$ cat src/rtl/dcache_pkg.sv
// dcache_pkg: shared types and constants for the direct-mapped data cache.
//   state_t           controller states (IDLE / FETCH / WRITE)
//   SZ_BYTE/HALF/WORD access-size encodings carried in sign_mask[2:0]
//   LED_ADDR_DEFAULT  default byte address of the memory-mapped LED register
//   merge_bytes()     byte-enable merge of a new word into an old word
package dcache_pkg;

    typedef enum logic [1:0] {
        ST_IDLE  = 2'd0,
        ST_FETCH = 2'd1,
        ST_WRITE = 2'd2
    } state_t;

    localparam logic [2:0] SZ_BYTE = 3'b001;
    localparam logic [2:0] SZ_HALF = 3'b011;
    localparam logic [2:0] SZ_WORD = 3'b111;

    localparam logic [31:0] LED_ADDR_DEFAULT = 32'h0000_2000;

    function automatic logic [31:0] merge_bytes(input logic [31:0] old_word,
                                                input logic [31:0] new_word,
                                                input logic [3:0]  strb);
        logic [31:0] r;
        r = old_word;
        for (int i = 0; i < 4; i++) begin
            if (strb[i]) r[8*i +: 8] = new_word[8*i +: 8];
        end
        return r;
    endfunction

endpackage

$ cat src/rtl/dcache_dm_if.sv
// dcache_dm_if: backing-memory bus between the cache and main memory.
//   mem_req   request active (held until mem_ack)
//   mem_we    1 = write, 0 = read
//   mem_addr  word address
//   mem_wdata lane-aligned store data
//   mem_wstrb byte enables
//   mem_ack   one-cycle acknowledge from memory
//   mem_rdata read word, valid with mem_ack
// master = cache side, slave = memory side.
interface dcache_dm_if;
    logic        mem_req;
    logic        mem_we;
    logic [29:0] mem_addr;
    logic [31:0] mem_wdata;
    logic [3:0]  mem_wstrb;
    logic        mem_ack;
    logic [31:0] mem_rdata;

    modport master (
        output mem_req, mem_we, mem_addr, mem_wdata, mem_wstrb,
        input  mem_ack, mem_rdata
    );

    modport slave (
        input  mem_req, mem_we, mem_addr, mem_wdata, mem_wstrb,
        output mem_ack, mem_rdata
    );
endinterface

$ cat src/rtl/dcache_lsu_align.sv
// dcache_lsu_align: combinational load extraction and store lane placement.
//   ld_off/ld_mask/ld_word -> ld_data   : pick byte/half/word, sign- or zero-extend
//   st_off/st_size/st_data -> st_wdata, st_wstrb : replicate data into lanes, byte enables
// Unknown size encodings are treated as word accesses.
module dcache_lsu_align
    import dcache_pkg::*;
(
    input  logic [1:0]  ld_off,
    input  logic [3:0]  ld_mask,
    input  logic [31:0] ld_word,
    output logic [31:0] ld_data,
    input  logic [1:0]  st_off,
    input  logic [2:0]  st_size,
    input  logic [31:0] st_data,
    output logic [31:0] st_wdata,
    output logic [3:0]  st_wstrb
);

    logic [7:0]  ld_byte;
    logic [15:0] ld_half;

    always_comb begin
        ld_byte = ld_word[8*ld_off +: 8];
        ld_half = ld_off[1] ? ld_word[31:16] : ld_word[15:0];
        case (ld_mask[2:0])
            SZ_BYTE: ld_data = ld_mask[3] ? {{24{ld_byte[7]}}, ld_byte} : {24'b0, ld_byte};
            SZ_HALF: ld_data = ld_mask[3] ? {{16{ld_half[15]}}, ld_half} : {16'b0, ld_half};
            default: ld_data = ld_word;
        endcase
    end

    always_comb begin
        case (st_size)
            SZ_BYTE: begin
                st_wdata = {4{st_data[7:0]}};
                st_wstrb = 4'b0001 << st_off;
            end
            SZ_HALF: begin
                st_wdata = {2{st_data[15:0]}};
                st_wstrb = st_off[1] ? 4'b1100 : 4'b0011;
            end
            default: begin
                st_wdata = st_data;
                st_wstrb = 4'b1111;
            end
        endcase
    end

endmodule

$ cat src/rtl/dcache_dm.sv
// dcache_dm: direct-mapped, write-through, no-write-allocate data cache with a
// memory-mapped LED register.
//   clk, rst_n            clock, synchronous active-low reset
//   addr, write_data      CPU byte address and right-aligned store data
//   memread, memwrite     CPU load / store request (both set = store)
//   sign_mask             [3] sign-extend, [2:0] access size
//   read_data             registered load result
//   clk_stall             high while a backing access is outstanding
//   led                   low LED_W bits of the LED register
//   mem                   backing-memory bus (dcache_dm_if.master)
// Optional feature macro DCACHE_STATS_EN adds hit_count / miss_count read counters.
//
// state    | meaning
// ---------+------------------------------------------------
// ST_IDLE  | accepting requests; hits and LED accesses finish here
// ST_FETCH | read miss, waiting for mem_ack to fill the line
// ST_WRITE | write-through store, waiting for mem_ack
module dcache_dm
    import dcache_pkg::*;
#(
    parameter int          LINES    = 16,
    parameter logic [31:0] LED_ADDR = LED_ADDR_DEFAULT,
    parameter int          LED_W    = 8
) (
    input  logic               clk,
    input  logic               rst_n,
    input  logic [31:0]        addr,
    input  logic [31:0]        write_data,
    input  logic               memwrite,
    input  logic               memread,
    input  logic [3:0]         sign_mask,
    output logic [31:0]        read_data,
    output logic               clk_stall,
    output logic [LED_W-1:0]   led,
    dcache_dm_if.master        mem
`ifdef DCACHE_STATS_EN
    ,
    output logic [31:0]        hit_count,
    output logic [31:0]        miss_count
`endif
);

    localparam int IDX_W = $clog2(LINES);
    localparam int TAG_W = 30 - IDX_W;

    state_t state, state_nxt;

    logic [LINES-1:0] valid;
    logic [TAG_W-1:0] tags  [LINES];
    logic [31:0]      words [LINES];

    // Request captured in IDLE so the bus stays stable while stalled.
    logic [31:0] req_addr;
    logic [31:0] req_wdata;
    logic [3:0]  req_strb;
    logic [3:0]  req_mask;

    logic [LED_W-1:0] led_reg;

    logic [IDX_W-1:0] cur_idx, req_idx;
    logic [TAG_W-1:0] cur_tag, req_tag;
    logic             cur_hit, req_hit, is_led, is_load;

    logic [1:0]  ld_off;
    logic [3:0]  ld_mask;
    logic [31:0] ld_word, ld_data, st_wdata;
    logic [3:0]  st_wstrb;

    assign cur_idx = addr[2 +: IDX_W];
    assign cur_tag = addr[31 -: TAG_W];
    assign req_idx = req_addr[2 +: IDX_W];
    assign req_tag = req_addr[31 -: TAG_W];
    assign cur_hit = valid[cur_idx] && (tags[cur_idx] == cur_tag);
    assign req_hit = valid[req_idx] && (tags[req_idx] == req_tag);
    assign is_led  = (addr[31:2] == LED_ADDR[31:2]);
    assign is_load = memread && !memwrite;

    // One aligner serves both hit extraction (live request) and fill extraction
    // (captured request against the returning memory word).
    assign ld_off  = (state == ST_IDLE) ? addr[1:0] : req_addr[1:0];
    assign ld_mask = (state == ST_IDLE) ? sign_mask : req_mask;
    assign ld_word = (state == ST_IDLE) ? words[cur_idx] : mem.mem_rdata;

    dcache_lsu_align u_align (
        .ld_off   (ld_off),
        .ld_mask  (ld_mask),
        .ld_word  (ld_word),
        .ld_data  (ld_data),
        .st_off   (addr[1:0]),
        .st_size  (sign_mask[2:0]),
        .st_data  (write_data),
        .st_wdata (st_wdata),
        .st_wstrb (st_wstrb)
    );

    always_ff @(posedge clk) begin
        if (!rst_n) state <= ST_IDLE;
        else        state <= state_nxt;
    end

    always_comb begin
        state_nxt = state;
        case (state)
            ST_IDLE: begin
                if (memwrite && !is_led)                  state_nxt = ST_WRITE;
                else if (is_load && !is_led && !cur_hit)  state_nxt = ST_FETCH;
            end
            ST_FETCH: if (mem.mem_ack) state_nxt = ST_IDLE;
            ST_WRITE: if (mem.mem_ack) state_nxt = ST_IDLE;
            default:  state_nxt = ST_IDLE;
        endcase
    end

    assign clk_stall     = (state != ST_IDLE);
    assign mem.mem_req   = (state != ST_IDLE);
    assign mem.mem_we    = (state == ST_WRITE);
    assign mem.mem_addr  = req_addr[31:2];
    assign mem.mem_wdata = req_wdata;
    assign mem.mem_wstrb = req_strb;
    assign led           = led_reg;

    always_ff @(posedge clk) begin
        if (!rst_n) begin
            valid     <= '0;
            read_data <= '0;
            led_reg   <= '0;
            req_addr  <= '0;
            req_wdata <= '0;
            req_strb  <= '0;
            req_mask  <= '0;
        end else begin
            case (state)
                ST_IDLE: begin
                    if (memwrite) begin
                        if (is_led) begin
                            led_reg <= LED_W'(merge_bytes(32'(led_reg), st_wdata, st_wstrb));
                        end else begin
                            req_addr  <= addr;
                            req_wdata <= st_wdata;
                            req_strb  <= st_wstrb;
                        end
                    end else if (memread) begin
                        if (is_led) begin
                            read_data <= 32'(led_reg);
                        end else if (cur_hit) begin
                            read_data <= ld_data;
                        end else begin
                            req_addr <= addr;
                            req_mask <= sign_mask;
                        end
                    end
                end
                ST_FETCH: begin
                    if (mem.mem_ack) begin
                        read_data      <= ld_data;
                        valid[req_idx] <= 1'b1;
                    end
                end
                default: ;
            endcase
        end
    end

    // Tag/data arrays carry no reset; valid bits alone qualify them.
    always_ff @(posedge clk) begin
        if (rst_n && state == ST_FETCH && mem.mem_ack) begin
            tags[req_idx]  <= req_tag;
            words[req_idx] <= mem.mem_rdata;
        end else if (rst_n && state == ST_WRITE && mem.mem_ack && req_hit) begin
            words[req_idx] <= merge_bytes(words[req_idx], req_wdata, req_strb);
        end
    end

`ifdef DCACHE_STATS_EN
    always_ff @(posedge clk) begin
        if (!rst_n) begin
            hit_count  <= '0;
            miss_count <= '0;
        end else if (state == ST_IDLE && is_load && !is_led) begin
            if (cur_hit) hit_count  <= hit_count + 32'd1;
            else         miss_count <= miss_count + 32'd1;
        end
    end
`endif

endmodule
$ cat src/flat_wrapper.sv
// flat-port wrapper written by rule: the top's interface ports become plain ports
module dcache_dm_flat import dcache_pkg::*;
#(
    parameter int          LINES    = 16,
    parameter logic [31:0] LED_ADDR = LED_ADDR_DEFAULT,
    parameter int          LED_W    = 8
)
  (clk, rst_n, addr, write_data, memwrite, memread, sign_mask, read_data, clk_stall, led, mem_mem_req, mem_mem_we, mem_mem_addr, mem_mem_wdata, mem_mem_wstrb, mem_mem_ack, mem_mem_rdata);
  dcache_dm_if mem_i ();
  input  logic clk;
  input  logic rst_n;
  input  logic [31:0] addr;
  input  logic [31:0] write_data;
  input  logic memwrite;
  input  logic memread;
  input  logic [3:0] sign_mask;
  output logic [31:0] read_data;
  output logic clk_stall;
  output logic [LED_W-1:0] led;
  output wire logic [$bits(mem_i.mem_req)-1:0] mem_mem_req;
  output wire logic [$bits(mem_i.mem_we)-1:0] mem_mem_we;
  output wire logic [$bits(mem_i.mem_addr)-1:0] mem_mem_addr;
  output wire logic [$bits(mem_i.mem_wdata)-1:0] mem_mem_wdata;
  output wire logic [$bits(mem_i.mem_wstrb)-1:0] mem_mem_wstrb;
  input wire logic [$bits(mem_i.mem_ack)-1:0] mem_mem_ack;
  input wire logic [$bits(mem_i.mem_rdata)-1:0] mem_mem_rdata;
  assign mem_mem_req = mem_i.mem_req;
  assign mem_mem_we = mem_i.mem_we;
  assign mem_mem_addr = mem_i.mem_addr;
  assign mem_mem_wdata = mem_i.mem_wdata;
  assign mem_mem_wstrb = mem_i.mem_wstrb;
  assign mem_i.mem_ack = mem_mem_ack;
  assign mem_i.mem_rdata = mem_mem_rdata;
  dcache_dm #(.LINES(LINES), .LED_ADDR(LED_ADDR), .LED_W(LED_W)) u_core (.clk(clk), .rst_n(rst_n), .addr(addr), .write_data(write_data), .memwrite(memwrite), .memread(memread), .sign_mask(sign_mask), .read_data(read_data), .clk_stall(clk_stall), .led(led), .mem(mem_i));
endmodule
$ cat config.mk
export PLATFORM = sky130hd
export DESIGN_NAME = dcache_dm_flat
export DESIGN_NICKNAME = d
export VERILOG_FILES = /design/src/rtl/dcache_pkg.sv /design/src/rtl/dcache_dm_if.sv /design/src/rtl/dcache_lsu_align.sv /design/src/rtl/dcache_dm.sv /design/src/flat_wrapper.sv
export SDC_FILE = /design/constraint.sdc
export NUM_CORES = 1
export LEC_CHECK = 0
export CELL_PAD_IN_SITES_DETAIL_PLACEMENT = 0
export CELL_PAD_IN_SITES_GLOBAL_PLACEMENT = 1
export CORE_MARGIN = 3
export CORE_UTILIZATION = 50
export DETAILED_ROUTE_END_ITERATION = 8
export PLACE_DENSITY = 0.85
export SLEW_MARGIN = 40
export SYNTH_ARGS = -nofsm -noshare
export SYNTH_HDL_FRONTEND = slang
export SYNTH_SLANG_ARGS = --single-unit
$ cat constraint.sdc
create_clock -name clk -period 4.3 [get_ports clk]
set_input_delay 0.86 -clock clk [delete_from_list [all_inputs] [get_ports clk]]
set_output_delay 0.86 -clock clk [all_outputs]
set_load 0.005 [all_outputs]
==> flow_summary.ini, run 1 <==
[layout]
drive_gt1_share_pct = 29.1
syn2layout_area_growth_pct = 18.4
final_common_cell = edfxtp_1
fin_area_um2 = 55800
reg_top3 = u_core.words (512), u_core.tags (416)
largest_register = u_core.words
largest_register_ffs = 512
antennaDiodeCount = 0
num-fill-cells = 6707
final_cell_mix = edfxtp_1 (928), mux4_2 (368), buf_4 (235)
nets = 3160

[yosys]
syn-cell-area_um2 = 47200
ys_ff_latch = 1062
postSynthAreaPerCell_um2 = 17.6
yosysWarnings = 0
yosysSeqAreaShare_pct = 64.8
synth_edf_count = 928
ys.flop_type = edfxtp_1
synth_cells = 2673
async_flop_share_pct = 0
syn_nets = 2781
ys_types = 74

[routing]
ant_nets = 0
drt_pass1_iterations = 7
first_iter_violations = 3536
drc = 0
vias_per_cell = 6.40
vias = 28200
wirelength_um = 136000
drt-wirelength-per-cell_um = 30.9

[die]
fp.dieW_um = 313
num_rows = 112
core_um2 = 93500
die_h_um = 313
start_util_pct = 50.5
die_area_um2 = 98000
pin_count = 214

[timing]
fin_tns_setup_ns = 0
setup_violations = 0
grt_setup_unrepaired = no
period_share_pct = 96.4
hold_viol_final = 0
tightestPinTransition_ns = 0.797
slew_headroom_pct = 46.8
fin_skew_ns = 0.0506
period_minus_slack_ns = 4.15
max_freq_ghz = 0.241
maxSlewViolCount = 0

[power]
irDropWorstVdd_uv = 310
p_seq_share_pct = 48.7
power.density_nw_per_um2 = 422
p_sw_mw = 5.54
p_leak_nw = 19.0
p_clk_share_pct = 40.2
comb_power_share_pct = 11.0
swShare_pct = 23.5
internal-power_mw = 18.0

[worst_setup_path]
end_kind = flop
worstSetupStartpointType = flop
worstPathRequired_ns = 4.67
path_class = reg -> reg
r2r-end = u_core.words[13][30]$_DFFE_PP_
path_max_fanout = 20
r2r_slack_ns = 0.15
rr_worst_depth = 12
worstPathArrival_ns = 4.51

[cts]
cts_max_path_buffers = 3
htreeDepth = 3
cts_setup_buffers = 0
clk_latency_ns = 0.71
clock-sinks = 1062
cts_tree = built
clk_pin_slew_worst_paths_ns = 0.06
cts_root_buffer = clkbuf_16
cts_buffers = 106

[hold_path]
worstHoldStart = u_core.req_mask[3]$_SDFFE_PN0P_
hold_path_class = reg -> reg
hold_depth = 2
hold_end = u_core.req_mask[3]$_SDFFE_PN0P_

[grt]
grt_usage_pct = 27.7
globalRouteOverflowTotal = 0
grt_pass1_wl_um = 198000
antenna_found_initial = 0
grt_max_degree = 91
grt_pass1_vias = 28800

[placement]
hpwlAfterDp_um = 91300
place.gp.congestion = 0.942
placed_cell_area_um2 = 52200
io_buffers = 213

[job]
cap_violations = 0

[outcome]
outcome = completed
through the flow:
step | setup WS [ns] | utilization, % | power, mW | instances | hold WS (ns)
CTS | 0.0812 | 59.7 | 23.7 | 4399 | 0.460
detailed placement | -0.161 | 55.8 | 14.3 | 4198 | 0.449
finish | 0.155 | 59.7 | 23.6 | 4399 | 0.459
global route | 0.0224 | 59.7 | 24.2 | 4399 | 0.488
floorplan | 0.310 | - | 13.2 | 2673 | 0.430
global placement | -0.267 | 55.8 | 14.2 | 4195 | 0.443
what timing repair did:
item / in CTS / in global routing
hold buffers: 0 / 0
setup endpoints to repair: 14 / 115
resized for setup: 1 / 4
power by group through the flow:
| stage | clock network (mW) | registers (mW) | logic [mW] |
|---|---|---|---|
| 6_report | 9.47 | 11.5 | 2.60 |
| 5_1_grt | 9.97 | 11.5 | 2.74 |
| 2_1_floorplan | 0 | 11.7 | 1.48 |
| 3_5_place_dp | 0 | 11.7 | 2.57 |
| 4_1_cts | 9.58 | 11.5 | 2.59 |
| 3_3_place_gp | 0 | 11.7 | 2.52 |
synth_stat cells (20+ instances only):
master / number / area share [%]
xnor2_1: 30 / 0.56
dfxtp_1: 134 / 5.7
nor2_1: 126 / 1.0
clkbuf_1: 70 / 0.56
mux4_2: 368 / 18
mux2i_1: 217 / 4.6
buf_2: 48 / 0.51
mux2_2: 69 / 1.6
a21oi_1: 32 / 0.34
buf_1: 20 / 0.16
o211a_1: 20 / 0.42
o21ai_0: 45 / 0.48
buf_4: 58 / 0.92
edfxtp_1: 928 / 59
nor2b_1: 30 / 0.40
nand2_1: 191 / 1.5
cell type report:
cell class | count | area [µm²] | share of cell area [%]
flip-flops and latches | 1062 | 30600 | 54.8
multi-input cells | 1388 | 15600 | 28.0
repair buffers | 476 | 4420 | 7.92
clock buffers | 144 | 2890 | 5.17
well taps | 1254 | 1570 | 2.81
clock inverters | 57 | 707 | 1.27
inverters | 18 | 67.6 | 0.121
cell families (layout without fill, tap and decap cells):
group	after synthesis	count (layout)	share of synthesized area [%]
fa+ha+maj	3	3	0.0796
xor+xnor	47	47	0.873
flops	1062	1062	64.8
buf+inv	223	695	2.51
compound gates	237	237	3.63
simple gates	447	447	4.30
mux	654	654	23.8
per-layer routing:
layer | GRT usage, % | share of wire, %
met5 | 0 | 0
met4 | 9.47 | 3.4
met3 | 4.46 | 8.5
met2 | 46.0 | 50
met1 | 37.5 | 38
worst max-delay path: stages (launching register included):
cell,delay [ns]
dfxtp_4,0.39
buf_12,0.22
mux4_2,0.53
mux4_2,0.50
xnor2_1,0.34
nand4_1,0.16
buf_4,0.20
nor4_4,0.28
buf_4,0.23
nand4_2,0.13
and2_1,0.35
nor2_1,0.20
buf_4,0.27
how the worst max path moves through the flow:
| stage | from | endpoint | slack (ns) | cells past startpoint |
|---|---|---|---|---|
| 2_1_floorplan | flop | u_core.words[10][0]$_DFFE_PP_ | 0.31 | 14 |
| 3_3_place_gp | addr[3] | u_core.read_data[31]$_SDFFE_PN0P_ | -0.27 | 11 |
| 3_5_place_dp | addr[2] | u_core.req_addr[9]$_SDFFE_PN0P_ | -0.16 | 13 |
| 4_1_cts | flop | u_core.words[0][18]$_DFFE_PP_ | 0.08 | 12 |
| 5_1_grt | flop | u_core.words[12][0]$_DFFE_PP_ | 0.02 | 14 |
| 6_report | flop | u_core.words[13][30]$_DFFE_PP_ | 0.15 | 12 |
No activity file was read; power rests on OpenSTA's default activity.
==> run 2, diff against run 1 <==
CTS_CLUSTER_SIZE = 16   (was unset)
==> results of run 2 <==
Final layout, timing and power as in run 1 (identical DEF).
==> run 3, diff against run 2 <==
clock period = 3.9 ns   (was 4.3 ns; I/O delays follow)
==> run 3 against run 2 <==
  * Utilization is 1.3 points higher
  * Clock-buffer cell count is 7 lower
  * Fmax is 6.3% higher
  * Wire length is 0.23% higher
  * Non-clock buffer count is 83 higher
  * Sequential power is 9.6% higher
  * Highest routed layer is now met5
  * Register-to-register slack worse by 0.15 ns
  * Critical path type unchanged
  * Largest power group unchanged
  * Combinational power is 19% higher
  * First-iteration DRC count is 8.9% lower
  * Sequential cell count stayed put
  * Total power is 12% higher
  * Cell count is 2.0% higher
==> flow_summary.ini, run 3 (synthesis results as in run 1) <==
[layout]
final_common_cell = edfxtp_1
final_cell_mix = edfxtp_1 (928), mux4_2 (368), buf_4 (295)
drive_gt1_share_pct = 31.6
reg_top3 = u_core.words (512), u_core.tags (416)
nets = 3247
syn2layout_area_growth_pct = 20.9
largest_register_ffs = 512
largest_register = u_core.words
antennaDiodeCount = 0

[cts]
cts_tree = built
cts_max_path_buffers = 3
cts_root_buffer = clkbuf_16
clock-sinks = 1062
ctsHoldBuffers = 0
cts_buffers = 106
clk_pin_slew_worst_paths_ns = 0.07
htreeDepth = 3
clk_latency_ns = 0.70

[job]
cap_violations = 0

[power]
p_seq_share_pct = 47.9
p_leak_nw = 19.8
p_sw_mw = 6.16
irDropWorstVdd_uv = 348
internal-power_mw = 20.2
power.density_nw_per_um2 = 463
swShare_pct = 23.3
p_clk_share_pct = 40.4
power_mw = 26.4
comb_power_share_pct = 11.7

[placement]
place.gp.congestion = 0.972
io_buffers = 213
hpwlAfterDp_um = 92100

[outcome]
outcome = completed

[timing]
hold_ws_ns = 0.385
period_share_pct = 100
maxSlewViolCount = 0
tightestPinTransition_ns = 0.836
hold_viol_final = 0
max_freq_ghz = 0.257
period_minus_slack_ns = 3.90
setup_violations = 0
grt_setup_unrepaired = yes
slew_headroom_pct = 44.2
fin_skew_ns = 0.0482

[worst_setup_path]
end_kind = flop
worstSetupStartpointType = flop
worstPathArrival_ns = 4.28
r2r_slack_ns = 0.002
path_max_fanout = 16
path_class = reg -> reg
worstPathRequired_ns = 4.28

[routing]
wirelength_um = 136000
drt-wirelength-per-cell_um = 30.3
first_iter_violations = 3223
vias_per_cell = 6.38
drc = 0
vias = 28600
ant_nets = 0
drt_pass1_iterations = 6

[grt]
grt_usage_pct = 27.7
grt_max_degree = 96
grt_pass1_wl_um = 199000
grt_pass1_vias = 29300
antenna_found_initial = 1
globalRouteOverflowTotal = 0

[die]
die_h_um = 313
pin_count = 214
die_area_um2 = 98000
start_util_pct = 50.5
core_um2 = 93500
num_rows = 112
fp.dieW_um = 313

[hold_path]
hold_path_class = in -> reg
-- run 3: cell type report --
type / count / area (µm²)
Fill cell: 6584 / 36500
Sequential cell: 1062 / 30600
Multi-Input combinational cell: 1392 / 15800
Timing Repair Buffer: 559 / 5290
Clock buffer: 137 / 2960
Tap cell: 1254 / 1570
Clock inverter: 63 / 716
Inverter: 18 / 67.6
-- run 3: power by group through the flow --
stage	combinational [mW]	sequential (mW)	clock (mW)
6_report	3.10	12.6	10.6
5_1_grt	3.26	12.6	11.2
4_1_cts	3.04	12.6	10.8
3_5_place_dp	3.00	12.9	0
3_3_place_gp	2.94	12.9	0
2_1_floorplan	1.63	12.9	0
-- run 3: critical path, stage by stage (launching register included) --
cell     delay (ns)
dfxtp_4        0.37
buf_12         0.17
mux4_2         0.58
mux4_2         0.52
xnor2_1        0.18
buf_4          0.15
nand4_1        0.09
buf_4          0.15
nor4_4         0.34
buf_6          0.21
nand4_4        0.19
buf_6          0.23
mux2_4         0.40
-- run 3: final timing paths --
path | from | endpoint | cells past startpoint
min reg2reg | u_core.req_mask[3]$_SDFFE_PN0P_ | u_core.req_mask[3]$_SDFFE_PN0P_ | 2
max | flop | u_core.words[2][25]$_DFFE_PP_ | 12
min | rst_n | u_core.mem.mem_wdata[14]$_SDFFE_PN0P_ | 2
max reg2reg | flop | u_core.words[2][25]$_DFFE_PP_ | 12
-- run 3: stage by stage --
step	cell area, µm²	util (%)	setup TNS (ns)	setup WS (ns)	instances
6_report	57000	61.0	0	0.00185	4485
5_1_grt	57000	61.0	-1.86	-0.0287	4485
4_1_cts	56700	60.6	-0.467	-0.0141	4474
3_5_place_dp	52900	56.6	-119.32	-0.271	4273
3_3_place_gp	52900	56.5	-55.52	-0.249	4271
2_1_floorplan	47200	-	-27.88	-0.0899	2673
-- run 3: timing repair --
action	CTS	global route
pin swaps	1	7
gates cloned	1	4
hold endpoints to repair	0	0
buffers inserted	0	7
gates resized for setup	18	61
setup endpoints to repair	1024	1024
-- run 3: layer usage --
| layer | part of all wire (%) | up-vias | global-route usage, % |
|---|---|---|---|
| met5 | 0.0088 | - | 0 |
| met3 | 9.0 | 300 | 5.42 |
| met2 | 49 | 1635 | 45.3 |
| met1 | 38 | 14900 | 37.1 |
| met4 | 4.1 | 2 | 10.7 |
| li1 | - | 11700 | - |
